$ cat src/rtl/word_serializer.sv
// ---------------------------------------------------------------------------
// word_serializer
//
// Purpose:
//   Accepts a WIDTH-bit parallel word and shifts it out one bit per clock,
//   LSB first. One extra word can be parked in a holding buffer while the
//   current word is shifting. Back-to-back words are emitted with no gap.
//   The serial stream drives a downstream serial two's-complement stage:
//   i_out is its data input and sof is its per-word reset.
//
// Ports:
//   t_clk        in   1      clock; all state changes on the rising edge
//   r            in   1      synchronous, active-high reset
//   load         in   1      request to accept din at this edge
//   din          in   WIDTH  parallel word to serialize
//   ready        out  1      a load at this edge will be accepted
//   i_out        out  1      serial data bit (registered)
//   sof          out  1      high during bit 0 of every word (registered)
//   valid        out  1      high while i_out carries a word bit (registered)
//   done         out  1      high during bit WIDTH-1 of a word (registered)
//   o_dbg_state  out  1      shifter state: 0 = IDLE, 1 = SHIFT
//
// Handshake:
//   A word is accepted on a rising edge where load && ready are both high.
//   ready depends only on reset and on the holding buffer being empty, never
//   on load, so there is no combinational loop with the producer. A load
//   while ready is low is dropped and its din is discarded.
// ---------------------------------------------------------------------------
module word_serializer #(
  parameter int WIDTH = 8
) (
  input  logic             t_clk,
  input  logic             r,
  input  logic             load,
  input  logic [WIDTH-1:0] din,
  output logic             ready,
  output logic             i_out,
  output logic             sof,
  output logic             valid,
  output logic             done,
  output logic             o_dbg_state
);

  // Bit counter just wide enough to index WIDTH-1 (WIDTH >= 2, so CW >= 1).
  localparam int CW = $clog2(WIDTH);
  localparam logic [CW-1:0] LAST_BIT = CW'(WIDTH - 1);

  typedef enum logic {
    S_IDLE  = 1'b0,
    S_SHIFT = 1'b1
  } state_t;

  // -------------------------------------------------------------------------
  // State registers
  // -------------------------------------------------------------------------
  state_t           r_state;
  logic [CW-1:0]    r_cnt;
  logic [WIDTH-1:0] r_shift;      // remaining bits of the current word, bit 0 on the line
  logic [WIDTH-1:0] r_hold_data;
  logic             r_hold_valid;
  logic             r_out;
  logic             r_sof;
  logic             r_valid;
  logic             r_done;

  // -------------------------------------------------------------------------
  // Next-state wires
  // -------------------------------------------------------------------------
  state_t           w_state_n;
  logic [CW-1:0]    w_cnt_n;
  logic [WIDTH-1:0] w_shift_n;
  logic [WIDTH-1:0] w_hold_data_n;
  logic             w_hold_valid_n;
  logic             w_out_n;
  logic             w_sof_n;
  logic             w_valid_n;
  logic             w_done_n;
  logic             w_accept;
  logic             w_last;

  assign ready    = !r && !r_hold_valid;
  assign w_accept = load && ready;
  assign w_last   = (r_state == S_SHIFT) && (r_cnt == LAST_BIT);

  // -------------------------------------------------------------------------
  // Next-state logic
  // -------------------------------------------------------------------------
  always_comb begin
    w_state_n      = r_state;
    w_cnt_n        = r_cnt;
    w_shift_n      = r_shift;
    w_hold_data_n  = r_hold_data;
    w_hold_valid_n = r_hold_valid;

    case (r_state)
      S_IDLE: begin
        if (w_accept) begin
          w_state_n = S_SHIFT;
          w_shift_n = din;
          w_cnt_n   = '0;
        end
      end

      S_SHIFT: begin
        if (w_last) begin
          // Word boundary: chain from the buffer first, then a fresh accept
          // (only possible when the buffer is empty), otherwise go idle.
          if (r_hold_valid) begin
            w_shift_n      = r_hold_data;
            w_cnt_n        = '0;
            w_hold_valid_n = 1'b0;
          end else if (w_accept) begin
            w_shift_n = din;
            w_cnt_n   = '0;
          end else begin
            w_state_n = S_IDLE;
            w_shift_n = '0;
            w_cnt_n   = '0;
          end
        end else begin
          w_shift_n = r_shift >> 1;
          w_cnt_n   = r_cnt + 1'b1;
          if (w_accept) begin
            w_hold_data_n  = din;
            w_hold_valid_n = 1'b1;
          end
        end
      end

      default: begin
        w_state_n = S_IDLE;
        w_shift_n = '0;
        w_cnt_n   = '0;
      end
    endcase
  end

  // Output flags are derived from the next state so they can be registered
  // and line up with the bit that appears on i_out in the same cycle.
  always_comb begin
    w_valid_n = (w_state_n == S_SHIFT);
    w_out_n   = w_valid_n && w_shift_n[0];
    w_sof_n   = w_valid_n && (w_cnt_n == '0);
    w_done_n  = w_valid_n && (w_cnt_n == LAST_BIT);
  end

  // -------------------------------------------------------------------------
  // Registers
  // -------------------------------------------------------------------------
  always_ff @(posedge t_clk) begin
    if (r) begin
      r_state      <= S_IDLE;
      r_cnt        <= '0;
      r_shift      <= '0;
      r_hold_data  <= '0;
      r_hold_valid <= 1'b0;
      r_out        <= 1'b0;
      r_sof        <= 1'b0;
      r_valid      <= 1'b0;
      r_done       <= 1'b0;
    end else begin
      r_state      <= w_state_n;
      r_cnt        <= w_cnt_n;
      r_shift      <= w_shift_n;
      r_hold_data  <= w_hold_data_n;
      r_hold_valid <= w_hold_valid_n;
      r_out        <= w_out_n;
      r_sof        <= w_sof_n;
      r_valid      <= w_valid_n;
      r_done       <= w_done_n;
    end
  end

  assign i_out       = r_out;
  assign sof         = r_sof;
  assign valid       = r_valid;
  assign done        = r_done;
  assign o_dbg_state = (r_state == S_SHIFT);

  // -------------------------------------------------------------------------
  // Embedded invariants
  // -------------------------------------------------------------------------
  a_cnt_range : assert property (@(posedge t_clk) disable iff (r)
    r_cnt <= LAST_BIT);
  a_sof_valid : assert property (@(posedge t_clk) disable iff (r)
    sof |-> valid);
  a_done_valid : assert property (@(posedge t_clk) disable iff (r)
    done |-> valid);
  a_idle_quiet : assert property (@(posedge t_clk) disable iff (r)
    (r_state == S_IDLE) |-> (!valid && !i_out && !sof && !done && !r_hold_valid));

endmodule

$ cat config.mk
export PLATFORM = sky130hd
export DESIGN_NAME = word_serializer
export DESIGN_NICKNAME = d
export VERILOG_FILES = /design/src/rtl/word_serializer.sv
export SDC_FILE = /design/constraint.sdc
export NUM_CORES = 1
export LEC_CHECK = 0
export BUFFER_PORTS_ARGS = -buffer_cell sky130_fd_sc_hd__buf_2
export CORE_ASPECT_RATIO = 0.5
export CORE_MARGIN = 2
export CORE_UTILIZATION = 45
export DETAILED_ROUTE_END_ITERATION = 7
export GPL_TIMING_DRIVEN = 0
export PLACE_DENSITY = 0.65
export SLEW_MARGIN = 25
export SYNTH_ARGS = -nofsm -noshare
export SYNTH_HDL_FRONTEND = slang
export SYNTH_SLANG_ARGS = --single-unit
$ cat constraint.sdc
create_clock -name t_clk -period 4.5 [get_ports t_clk]
set_clock_uncertainty 0.1 [all_clocks]
set_input_delay 0.675 -clock t_clk [delete_from_list [all_inputs] [get_ports t_clk]]
set_output_delay 0.675 -clock t_clk [all_outputs]
set_load 0.005 [all_outputs]
# [Yosys cells after proc, flatten, opt, wreduce, memory -nomap -nowiden]
# Index checks and enable logic that the tools add are counted.
[classes] n_div=0 reduce_logical=12 n_bitwise=2 shift=0 mux=14 mul=0 n_eq_ne=3 n_addsub=1 order_cmp=0
[op_table] cell="two-way mux 8 bit" count=4
[op_table] cell="one-hot mux 8 bit (2 select lines)" count=1
[op_table] cell="equality test 3 bit (second input constant)" count=2
[op_table] cell="logical AND 1 bit" count=6
[op_table] cell="two-way mux 3 bit" count=2
[op_table] cell="one-hot mux 3 bit (2 select lines)" count=1
[op_table] cell="two-way mux 1 bit" count=5
[op_table] cell="adder 3 x 1 -> 3 bit (second input constant)" count=1
[op_table] cell="zero test 3 bit" count=1
[op_table] cell="AND reduction 3 bit" count=1
[op_table] cell="zero test 1 bit" count=2
[op_table] cell="inequality test 2 bit (second input constant)" count=1
[op_table] cell="NOT 1 bit" count=2
[op_table] cell="one-hot mux 1 bit (2 select lines)" count=1
[op_table] cell="AND reduction 2 bit" count=1
[op_table] cell="nonzero test 2 bit" count=1
[totals] rom_bits=0 latchBits=0 memories=0 ramBits=0 elab_cells=41 out_inout_bits=6 regBits=24

# [Longest topological paths before layout]
# Gate-level depths: netlist of run 1.
[depth] ltp_word=8 ltp_mapped=8 mapped_depth_nobuf=6

# [Worst setup path after synthesis of run 1]
# No wires, ideal clock.
[synth_timing] path_kind="input-to-output" start="input port r" end="output port ready" setup_slack_ns=2.483 n_path_buf=2 arrival_ns=1.242 path_stages=3 required_time_ns=3.725 path_cell_list="clkbuf_1 > clkbuf_1 > nor2_1"
[synth_via] elab_chain_cells=2
[synth_lines] element="start, declared" line="33" text="input logic r,"
[synth_lines] element="zero test 1 bit" line="81" text="assign ready = !r && !r_hold_valid;"
[synth_lines] element="logical AND 1 bit" line="81"
[synth_lines] element="end, declared" line="36" text="output logic ready,"
# Every way passes these cells.

# [Worst setup path after layout of run 1]
# Ends and elaborated chain as after synthesis.

==> flow_metrics.py, run 1 <==
metrics = {
    "logic_synthesis": {
        "synth_seq_cells": 24,
        "synth_largest_area_cell": "dfxtp_1",
        "async_flop_share_pct": 0,
        "synthAdderAreaFrac_pct": 2.06,
        "syn_inst": 152,
        "synth_mux_area_share_pct": 1.95,
        "synth-edff-count": 0,
        "synth_top_family_by_area": "simple AND/OR/NAND/NOR gates",
        "yosys.cell_types.count": 32,
        "syn_nets": 165,
        "synth-simple-area-share_pct": 25.5,
        "synth_compound_area_share_pct": 21.6,
        "avgSynthCellArea_um2": 8.01,
        "ys_top_cells_by_area": "dfxtp_1 (39%), nand2_1 (6.5%), a311oi_1 (4.3%)",
        "synth_ff_type": "dfxtp_1",
        "ys_seq_area_share_pct": 39.5,
        "synth_xor_xnor_area_share_pct": 0,
        "syn-cell-area_um2": 1220,
        "yosysTopAreaCellShare_pct": 39.5,
        "synth_warnings": 0,
    },
    "timing": {
        "setup_tns_ns": 0,
        "rsz0062_at_grt": "false",
        "fin_crit_sh_pct": 55.6,
        "final-setup-viol-count": 0,
        "fin_ws_ns": 2.00,
        "relSlewSlack_pct": 67.3,
        "maxSlewViolCount": 0,
        "hold_viol": 0,
        "max_freq_mhz": 399,
        "whs_ns": 0.357,
        "fin_crit_ns": 2.50,
        "tightest_slew_ns": 0.490,
    },
    "final_layout": {
        "antenna_cells": 0,
        "syn2layout_area_growth_pct": 13.4,
        "drive_above_1_share_pct": 20.6,
        "layout_commonest_cell": "dfxtp_1",
        "final_cell_mix": "dfxtp_1 (24), nand2_1 (21), buf_2 (20)",
        "final_nets": 185,
    },
    "route": {
        "num_vias": 1082,
        "detailedRoute.firstIterationViolations": 93,
        "routed_wl_um": 2830,
        "ant_nets": 0,
        "dr.pass1.iters": 4,
        "post-route-drc-count": 0,
        "avgRoutedWirePerCell_um": 13.7,
        "viasPerCell": 5.23,
    },
    "worst_hold_path": {
        "hold_depth": 2,
        "min_from": "r_hold_data[7]",
        "min_path_type": "register to register",
        "hold_end": "r_hold_data[7]",
    },
    "cts": {
        "numCtsBuffers": 3,
        "clk_latency_ns": 0.27,
        "root_buffer": "clkbuf_8",
        "postCtsResizedCells": 0,
        "ctsHoldBuffers": 0,
        "cts_tree": "yes",
        "htree_levels": 1,
        "clock_path_buffers": 2,
        "clock-sinks": 24,
        "cts_setup_buffers": 0,
        "cts.clk_slew.worst_paths_ns": 0.08,
    },
    "global_routing": {
        "grt_overflow": 0,
        "grt_pass1_vias": 899,
        "antenna_found_initial": 0,
        "grt_usage_pct": 19.0,
        "grt_max_degree": 13,
        "grt_pass1_wl_um": 4450,
    },
    "worst_setup_path": {
        "cp_max_fo": 10,
        "ff2ff_setup_slack_ns": 2.55,
        "crit_path_top_delay_cell": "clkbuf_1",
        "crit_required_ns": 3.72,
        "slowest_delay_ns": 0.44,
        "reg2reg_to": "done",
        "crit_family": "buffers and inverters",
        "cp-end-kind": "primary output",
        "worstPathCellList": "buf_2, clkbuf_1, clkbuf_1, nor2_1, buf_2",
        "criticalPathCategory": "primary input to primary output",
        "critPathBufInv": 4,
        "worstReg2RegStart": "r_cnt[0]",
        "rr_worst_depth": 7,
        "crit_arrival_ns": 1.73,
        "start_kind": "primary input",
    },
    "place": {
        "gp_congestion": 0.829,
        "port_buffers": 15,
        "dp_slack_ns": 2.01,
        "dpl.hpwl_um": 2040,
    },
    "die": {
        "dieWidth_um": 77.6,
        "die_h_um": 40.8,
        "rows": 13,
        "start_util_pct": 47.1,
        "ios": 17,
        "core_um2": 2590,
        "design.die.area_um2": 3160,
    },
    "power": {
        "p_per_area_nw_per_um2": 319,
        "power.leakage_nw": 0.543,
        "power.internal_w": 0.000319,
        "ir_drop_mv": 0.194,
        "switching_share_pct": 27.6,
        "clkPwrFrac_pct": 28.4,
        "p_comb_share_pct": 18.9,
        "p_sw_w": 0.000122,
        "seqPwrFrac_pct": 52.6,
    },
    "run_status": {
        "status": "completed",
    },
    "job": {
        "cap_violations": 0,
    },
}
==> worst min-delay path, delay by kind of cell (launching register included) <==
kind,cells,cell delay [ns]
simple gates,1,0.05
compound gates,1,0.05
flops,1,0.32
==> cell type report <==
class | count | area [µm²]
sequential | 24 | 480
clock buffer | 3 | 41.3
fill | 252 | 1210
buffer | 15 | 81.3
inverter | 9 | 33.8
timing repair buffer | 15 | 75.1
tap | 37 | 46.3
multi-input combinational | 104 | 622
==> cell families (layout without fill, tap and decap cells) <==
family,after synthesis,after routing
AND/OR/NAND/NOR,61,61
AO/OA/AOI/OAI,39,39
multiplexers,2,2
buffers and inverters,24,42
flip-flops,24,24
adder cells (fa/ha/maj),2,2
==> Yosys cell counts (2+ instances only) <==
cell type	instances
dfxtp_1	24
a211oi_1	2
a311oi_1	6
o21ai_0	9
nor3_1	6
o22ai_1	6
nand2_1	21
a22oi_2	2
nand3_1	8
nor2_1	13
inv_1	9
clkbuf_1	5
buf_4	3
buf_2	5
ha_1	2
a21oi_1	10
nand3b_1	6
==> registers in the layout, summed over array words and instances, names as in the netlist <==
name	flops
done	1
sof	1
r_shift	8
r_hold_data	8
r_cnt	3
i_out	1
valid	1
r_hold_valid	1
==> worst max-delay path by stage <==
stage	cells past startpoint	endpoint	from	slack [ns]
6_report	5	ready	r	2.00
4_1_cts	5	ready	r	2.01
3_3_place_gp	5	ready	r	2.02
2_1_floorplan	3	ready	r	2.48
5_1_grt	5	ready	r	1.91
3_5_place_dp	5	ready	r	2.01
==> per-stage QoR <==
step | total power (W) | cells | utilization (%) | instance area (µm²)
CTS | 0.000444 | 207 | 53.4 | 1380
global route | 0.000462 | 207 | 53.4 | 1380
finish | 0.000441 | 207 | 53.4 | 1380
global placement | 0.000318 | 204 | 51.8 | 1340
detailed placement | 0.000319 | 204 | 51.8 | 1340
floorplan | 0.000295 | 152 | - | 1220
==> power by group through the flow <==
stage	Sequential, W	Clock, W	Combinational [W]
after global placement	0.000236	0	0.0000819
final	0.000232	0.000125	0.0000834
after global routing	0.000233	0.000137	0.0000918
after CTS	0.000232	0.000129	0.0000830
after floorplan	0.000235	0	0.0000593
after detailed placement	0.000237	0	0.0000828
==> metal layers <==
metal / vias up / part of all wire, % / track usage, %
li1: 567 / - / -
met1: 498 / 54 / 26.6
met2: 15 / 41 / 30.2
met3: 2 / 4.3 / 4.85
met4: 0 / 0.49 / 4.02
met5: - / 0 / 0
(Power assumes the default switching activity.)
==> inputs of run 2 (changes only) <==
- PLACE_DENSITY: 0.65 -> 0.68
- clock period: 4.5 -> 2.3 ns (I/O delays scaled with it)
==> run 2 against run 1 <==
Via count rose by 4.4%. Non-clock buffer count did not move. Clock power rose to 3.0 times the previous value. Sequential share of layout area fell by 0.74 points. Count of clock-buffer cells in the layout did not move. Core utilization rose by 1.2 points. Hold slack got worse by 0.12 ns. Die area did not move. Global-route usage rose by 0.94 points. Combinational power rose by 97%. Final area rose by 2.2%. Cell count rose by 0.48%.
==> flow_metrics.py, run 2 (synthesis results as in run 1) <==
metrics = {
    "worst_setup_path": {
        "crit_family": "buffers and inverters",
        "rr_worst_depth": 7,
        "ff2ff_setup_slack_ns": 0.37,
        "criticalPathCategory": "register to register",
        "worstReg2RegStart": "r_cnt[0]",
        "worstPathCellList": "ha_1, ha_1, buf_2, clkbuf_1, o22ai_1, a311oi_1, nor3_1",
        "slowest_delay_ns": 0.37,
        "start_kind": "register",
        "cp-end-kind": "register",
        "crit_required_ns": 2.35,
        "crit_top_cell": "ha_1",
        "crit_arrival_ns": 1.98,
        "cp_max_fo": 10,
        "critPathBufInv": 2,
        "reg2reg_to": "r_shift[5]",
        "crit_path_top_delay_cell": "dfxtp_1",
    },
    "global_routing": {
        "antenna_found_initial": 0,
        "grt_pass1_vias": 939,
        "grt_overflow": 0,
        "grt_pass1_wl_um": 4730,
        "grt_max_degree": 15,
        "grt_usage_pct": 19.9,
    },
    "timing": {
        "hold_viol": 0,
        "final-setup-viol-count": 0,
        "maxSlewViolCount": 0,
        "tightest_slew_ns": 0.493,
        "max_freq_mhz": 518,
        "rsz0062_at_grt": "false",
        "fin_crit_sh_pct": 84.0,
        "relSlewSlack_pct": 67.1,
        "fin_crit_ns": 1.93,
        "setup_tns_ns": 0,
    },
    "cts": {
        "numCtsBuffers": 3,
        "ctsHoldBuffers": 0,
        "clk_latency_ns": 0.27,
        "cts_setup_buffers": 0,
        "htree_levels": 1,
        "cts.clk_slew.worst_paths_ns": 0.09,
        "clock_path_buffers": 2,
        "cts_tree": "yes",
        "clock-sinks": 24,
        "root_buffer": "clkbuf_8",
        "postCtsResizedCells": 0,
    },
    "power": {
        "ir_drop_mv": 0.294,
        "power.leakage_nw": 0.557,
        "p_total_w": 0.000997,
        "p_per_area_nw_per_um2": 707,
    },
    "die": {
        "rows": 13,
        "start_util_pct": 47.1,
        "die_h_um": 40.8,
        "ios": 17,
        "dieWidth_um": 77.6,
        "core_um2": 2590,
        "design.die.area_um2": 3160,
    },
    "final_layout": {
        "layout_commonest_cell": "dfxtp_1",
        "antenna_cells": 0,
        "syn2layout_area_growth_pct": 15.8,
        "largest_registers": "r_hold_data: 8 flops, r_shift: 8 flops, r_cnt: 3 flops",
        "fin_cells": 208,
        "final_cell_mix": "dfxtp_1 (24), nand2_1 (21), buf_2 (20)",
        "drive_above_1_share_pct": 21.1,
        "final_nets": 185,
        "final_util_pct": 54.5,
    },
    "place": {
        "port_buffers": 15,
        "dp.cells": 204,
        "gp_congestion": 0.837,
        "dpl.hpwl_um": 2020,
    },
    "worst_hold_path": {
        "min_path_type": "primary input to register",
        "hold_depth": 3,
        "hold_end": "r_hold_data[7]",
        "min_from": "din[7]",
    },
    "run_status": {
        "status": "completed",
    },
    "route": {
        "avgRoutedWirePerCell_um": 13.9,
        "ant_nets": 0,
        "dr.pass1.iters": 4,
        "viasPerCell": 5.43,
        "post-route-drc-count": 0,
        "num_vias": 1130,
        "routed_wl_um": 2890,
        "detailedRoute.firstIterationViolations": 165,
    },
    "job": {
        "cap_violations": 0,
    },
}
run 2: cell types whose count changed in the layout (fill, tap and decap cells not counted):
cell       change
bufinv_16      +1
run 2: area by class of cell:
class,count,area [µm²]
fillers,244,1180
multi-input cells,104,622
flip-flops and latches,24,480
plain buffers,15,81.3
repair buffers,15,75.1
well taps,37,46.3
clock buffers,3,41.3
inverters,9,33.8
clock inverters,1,30.0
run 2: worst min-delay path: cells and delay by family:
kind,cells,cell delay [ns]
buffers and inverters,1,0.11
AND/OR/NAND/NOR,1,0.06
AO/OA/AOI/OAI,1,0.05
run 2: per-layer routing:
layer	global-route usage [%]	share of wire (%)	wire (µm)	up-vias
met3	5.29	7.6	219	2
met2	32.8	42	1220	45
li1	-	-	-	570
met4	1.34	0.42	12	0
met5	0	0	0	-
met1	27.9	50	1430	513
run 2: power breakdown:
group          internal, W  switching, W
logic            0.0000666     0.0000974
clock network     0.000233      0.000147
registers         0.000440     0.0000128
total             0.000740      0.000258
run 2: stage by stage:
step	area, µm²	hold slack [ns]	worst slack (ns)
after floorplan	1220	0.333	0.599
after global placement	1340	0.344	0.390
after detailed placement	1340	0.345	0.373
after CTS	1410	0.232	0.363
after global routing	1410	0.238	0.231
final	1410	0.234	0.369
run 2: worst max path at each step:
stage          startpoint          to  slack [ns]  depth (start not counted)
6_report         r_cnt[0]  r_shift[5]        0.37                          7
4_1_cts          r_cnt[0]        done        0.36                          7
3_5_place_dp     r_cnt[0]  r_shift[5]        0.37                          7
2_1_floorplan    r_cnt[0]        done        0.60                          7
3_3_place_gp     r_cnt[0]  r_shift[5]        0.39                          7
5_1_grt          r_cnt[0]  r_shift[5]        0.23                          7
==> inputs of run 3 (changes only) <==
- ABC_AREA: default -> 1
- clock period: 2.3 -> 1.5 ns (I/O delays scaled with it)
==> run 3 against run 2 <==
Register-to-register slack lost 0.36 ns. Sequential power increased by 58%. Cell count rose by 11%. Critical endpoint is now r_hold_data[5]. Largest power group unchanged. Via count is 2.7% higher. Highest routed layer unchanged. Die area shrank 1.8%. Flip-flop and latch count stayed put. Clock power grew 19%. Core utilization up 2.5 points. First-iteration DRC count is 54% lower. Total power grew 45%.
==> flow_metrics.py, run 3 <==
metrics = {
    "run_status": {
        "status": "completed",
    },
    "final_layout": {
        "design_area_um2": 1460,
        "syn2layout_area_growth_pct": 21.9,
        "fillers": 261,
        "final_nets": 208,
        "final_cell_mix": "nand2_1 (59), dfxtp_1 (21), nor2_1 (17)",
        "largest_registers": "r_hold_data: 8 flops, r_shift: 8 flops, r_cnt: 3 flops",
        "drive_above_1_share_pct": 25.8,
        "fin_cells": 231,
        "layout_commonest_cell": "nand2_1",
        "antenna_cells": 0,
    },
    "worst_setup_path": {
        "worstPathCellList": "ha_4, ha_4, nor2_4, inv_4, nor2_8, inv_6, nand2_2, a21oi_2",
        "crit_path_top_delay_cell": "dfxtp_2",
        "crit_arrival_ns": 1.54,
        "start_kind": "register",
        "critPathBufInv": 2,
        "cp-end-kind": "register",
        "ff2ff_setup_slack_ns": 0.004,
        "crit_family": "simple AND/OR/NAND/NOR gates",
        "crit_required_ns": 1.54,
        "criticalPathCategory": "register to register",
        "crit_top_cell": "ha_4",
        "cp_max_fo": 8,
        "slowest_delay_ns": 0.35,
    },
    "timing": {
        "rsz0062_at_grt": "true",
        "maxSlewViolCount": 0,
        "tightest_slew_ns": 0.532,
        "final-setup-viol-count": 0,
        "fin_ws_ns": 0.00397,
        "hold_viol": 0,
        "max_freq_mhz": 668,
        "relSlewSlack_pct": 64.5,
        "setup_tns_ns": 0,
        "fin_crit_ns": 1.50,
        "fin_crit_sh_pct": 99.7,
    },
    "route": {
        "dr.pass1.iters": 5,
        "avgRoutedWirePerCell_um": 12.7,
        "post-route-drc-count": 0,
        "ant_nets": 0,
        "routed_wl_um": 2940,
        "viasPerCell": 5.03,
        "detailedRoute.firstIterationViolations": 76,
        "num_vias": 1161,
    },
    "place": {
        "port_buffers": 14,
        "dpl.hpwl_um": 1860,
        "dp_slack_ns": -0.110,
        "place_area_um2": 1310,
        "dp.cells": 225,
        "gp_congestion": 0.824,
    },
    "cts": {
        "clk_latency_ns": 0.27,
        "clock_path_buffers": 2,
        "cts.clk_slew.worst_paths_ns": 0.09,
        "cts_tree": "yes",
        "root_buffer": "clkbuf_8",
        "htree_levels": 1,
        "clock-sinks": 24,
        "numCtsBuffers": 3,
    },
    "global_routing": {
        "grt_max_degree": 14,
        "grt_pass1_vias": 915,
        "grt_overflow": 0,
        "grt_usage_pct": 19.6,
        "antenna_found_initial": 0,
        "grt_pass1_wl_um": 4490,
    },
    "logic_synthesis": {
        "ys_seq_area_share_pct": 40.3,
        "synth_largest_area_cell": "dfxtp_1",
        "syn-cell-area_um2": 1190,
        "yosysTopAreaCellShare_pct": 40.3,
        "synth_most_common_cell": "nand2_1",
        "ys_top_cells_by_count": "nand2_1 (68), dfxtp_1 (24), a21oi_1 (17), nor2_1 (17), nand3_1 (13)",
        "synth-edff-count": 0,
        "syn_inst": 174,
        "async_flop_share_pct": 0,
        "syn_nets": 187,
        "synth_seq_cells": 24,
        "synth_ff_type": "dfxtp_1",
        "synth_warnings": 0,
        "ys_top_cells_by_area": "dfxtp_1 (40%), nand2_1 (21%), a21oi_1 (7.1%)",
        "avgSynthCellArea_um2": 6.86,
        "yosys.cell_types.count": 20,
    },
    "die": {
        "design.die.area_um2": 3110,
        "start_util_pct": 46.7,
        "ios": 17,
        "dieWidth_um": 76.8,
        "rows": 13,
        "die_h_um": 40.4,
        "core_um2": 2550,
    },
    "job": {
        "cap_violations": 0,
    },
    "power": {
        "power.leakage_nw": 0.650,
        "p_per_area_nw_per_um2": 997,
        "ir_drop_mv": 0.426,
    },
    "worst_hold_path": {
        "min_path_type": "primary input to register",
    },
}
==> run 3: repair_timing <==
action,CTS,global route
setup endpoints to repair,20,21
setup buffers,0,1
resized for setup,7,15
gates cloned,1,0
hold buffers,0,0
pin swaps,2,5
==> run 3: layout make-up <==
cell class / count / area (µm²) / area share [%]
buffer: 7 / 51.3 / 3.53
clock buffer: 4 / 55.1 / 3.78
inverter: 11 / 48.8 / 3.35
multi-input combinational: 133 / 692 / 47.5
sequential: 24 / 484 / 33.3
tap: 37 / 46.3 / 3.18
timing repair buffer: 15 / 77.6 / 5.33
==> run 3: worst register-to-register path, delay by kind of cell, from the launching register on <==
kind	cells	cell delay, ns
and+or+nand+nor	3	0.40
DFF	1	0.35
adders and majority gates	2	0.33
buffers and inverters	2	0.16
AOI/OAI and AO/OA	1	0.04
==> run 3: path summary, 6_finish.rpt <==
kind / startpoint / to / cells past startpoint
hold / removal: r / r_hold_data[0] / 2
setup reg to reg: r_cnt[0] / r_hold_data[5] / 8
hold reg to reg: r_hold_data[5] / r_hold_data[5] / 2
setup / recovery: r_cnt[0] / r_hold_data[5] / 8
==> run 3: stage by stage <==
step | power, W | util [%] | hold WS (ns)
detailed placement | 0.000974 | 51.3 | 0.357
floorplan | 0.000902 | - | 0.270
finish | 0.00145 | 57.0 | 0.100
CTS | 0.00143 | 54.9 | 0.0976
global route | 0.00153 | 57.0 | 0.0942
global placement | 0.000971 | 51.3 | 0.348
==> run 3: kinds of logic after synthesis <==
logic type | Yosys count | share of synthesized area, %
compound gates | 24 | 10.1
fa+ha+maj | 2 | 2.10
buf+inv | 18 | 7.44
flops | 24 | 40.3
simple gates | 106 | 40.1
==> run 3: power breakdown <==
group	leakage [nW]	internal, W	switching [W]	total (W)
Sequential	0.197	0.000684	0.0000299	0.000714
Combinational	0.424	0.000107	0.000179	0.000286
Clock	0.0288	0.000235	0.000216	0.000451
==> run 3: metal layers <==
layer / GRT usage, % / routed length, µm / vias to the layer above
li1: - / - / 593
met1: 25.6 / 1380 / 536
met2: 32.5 / 1400 / 30
met3: 6.08 / 141 / 2
met4: 5.45 / 10 / 0
met5: 0 / 0 / -
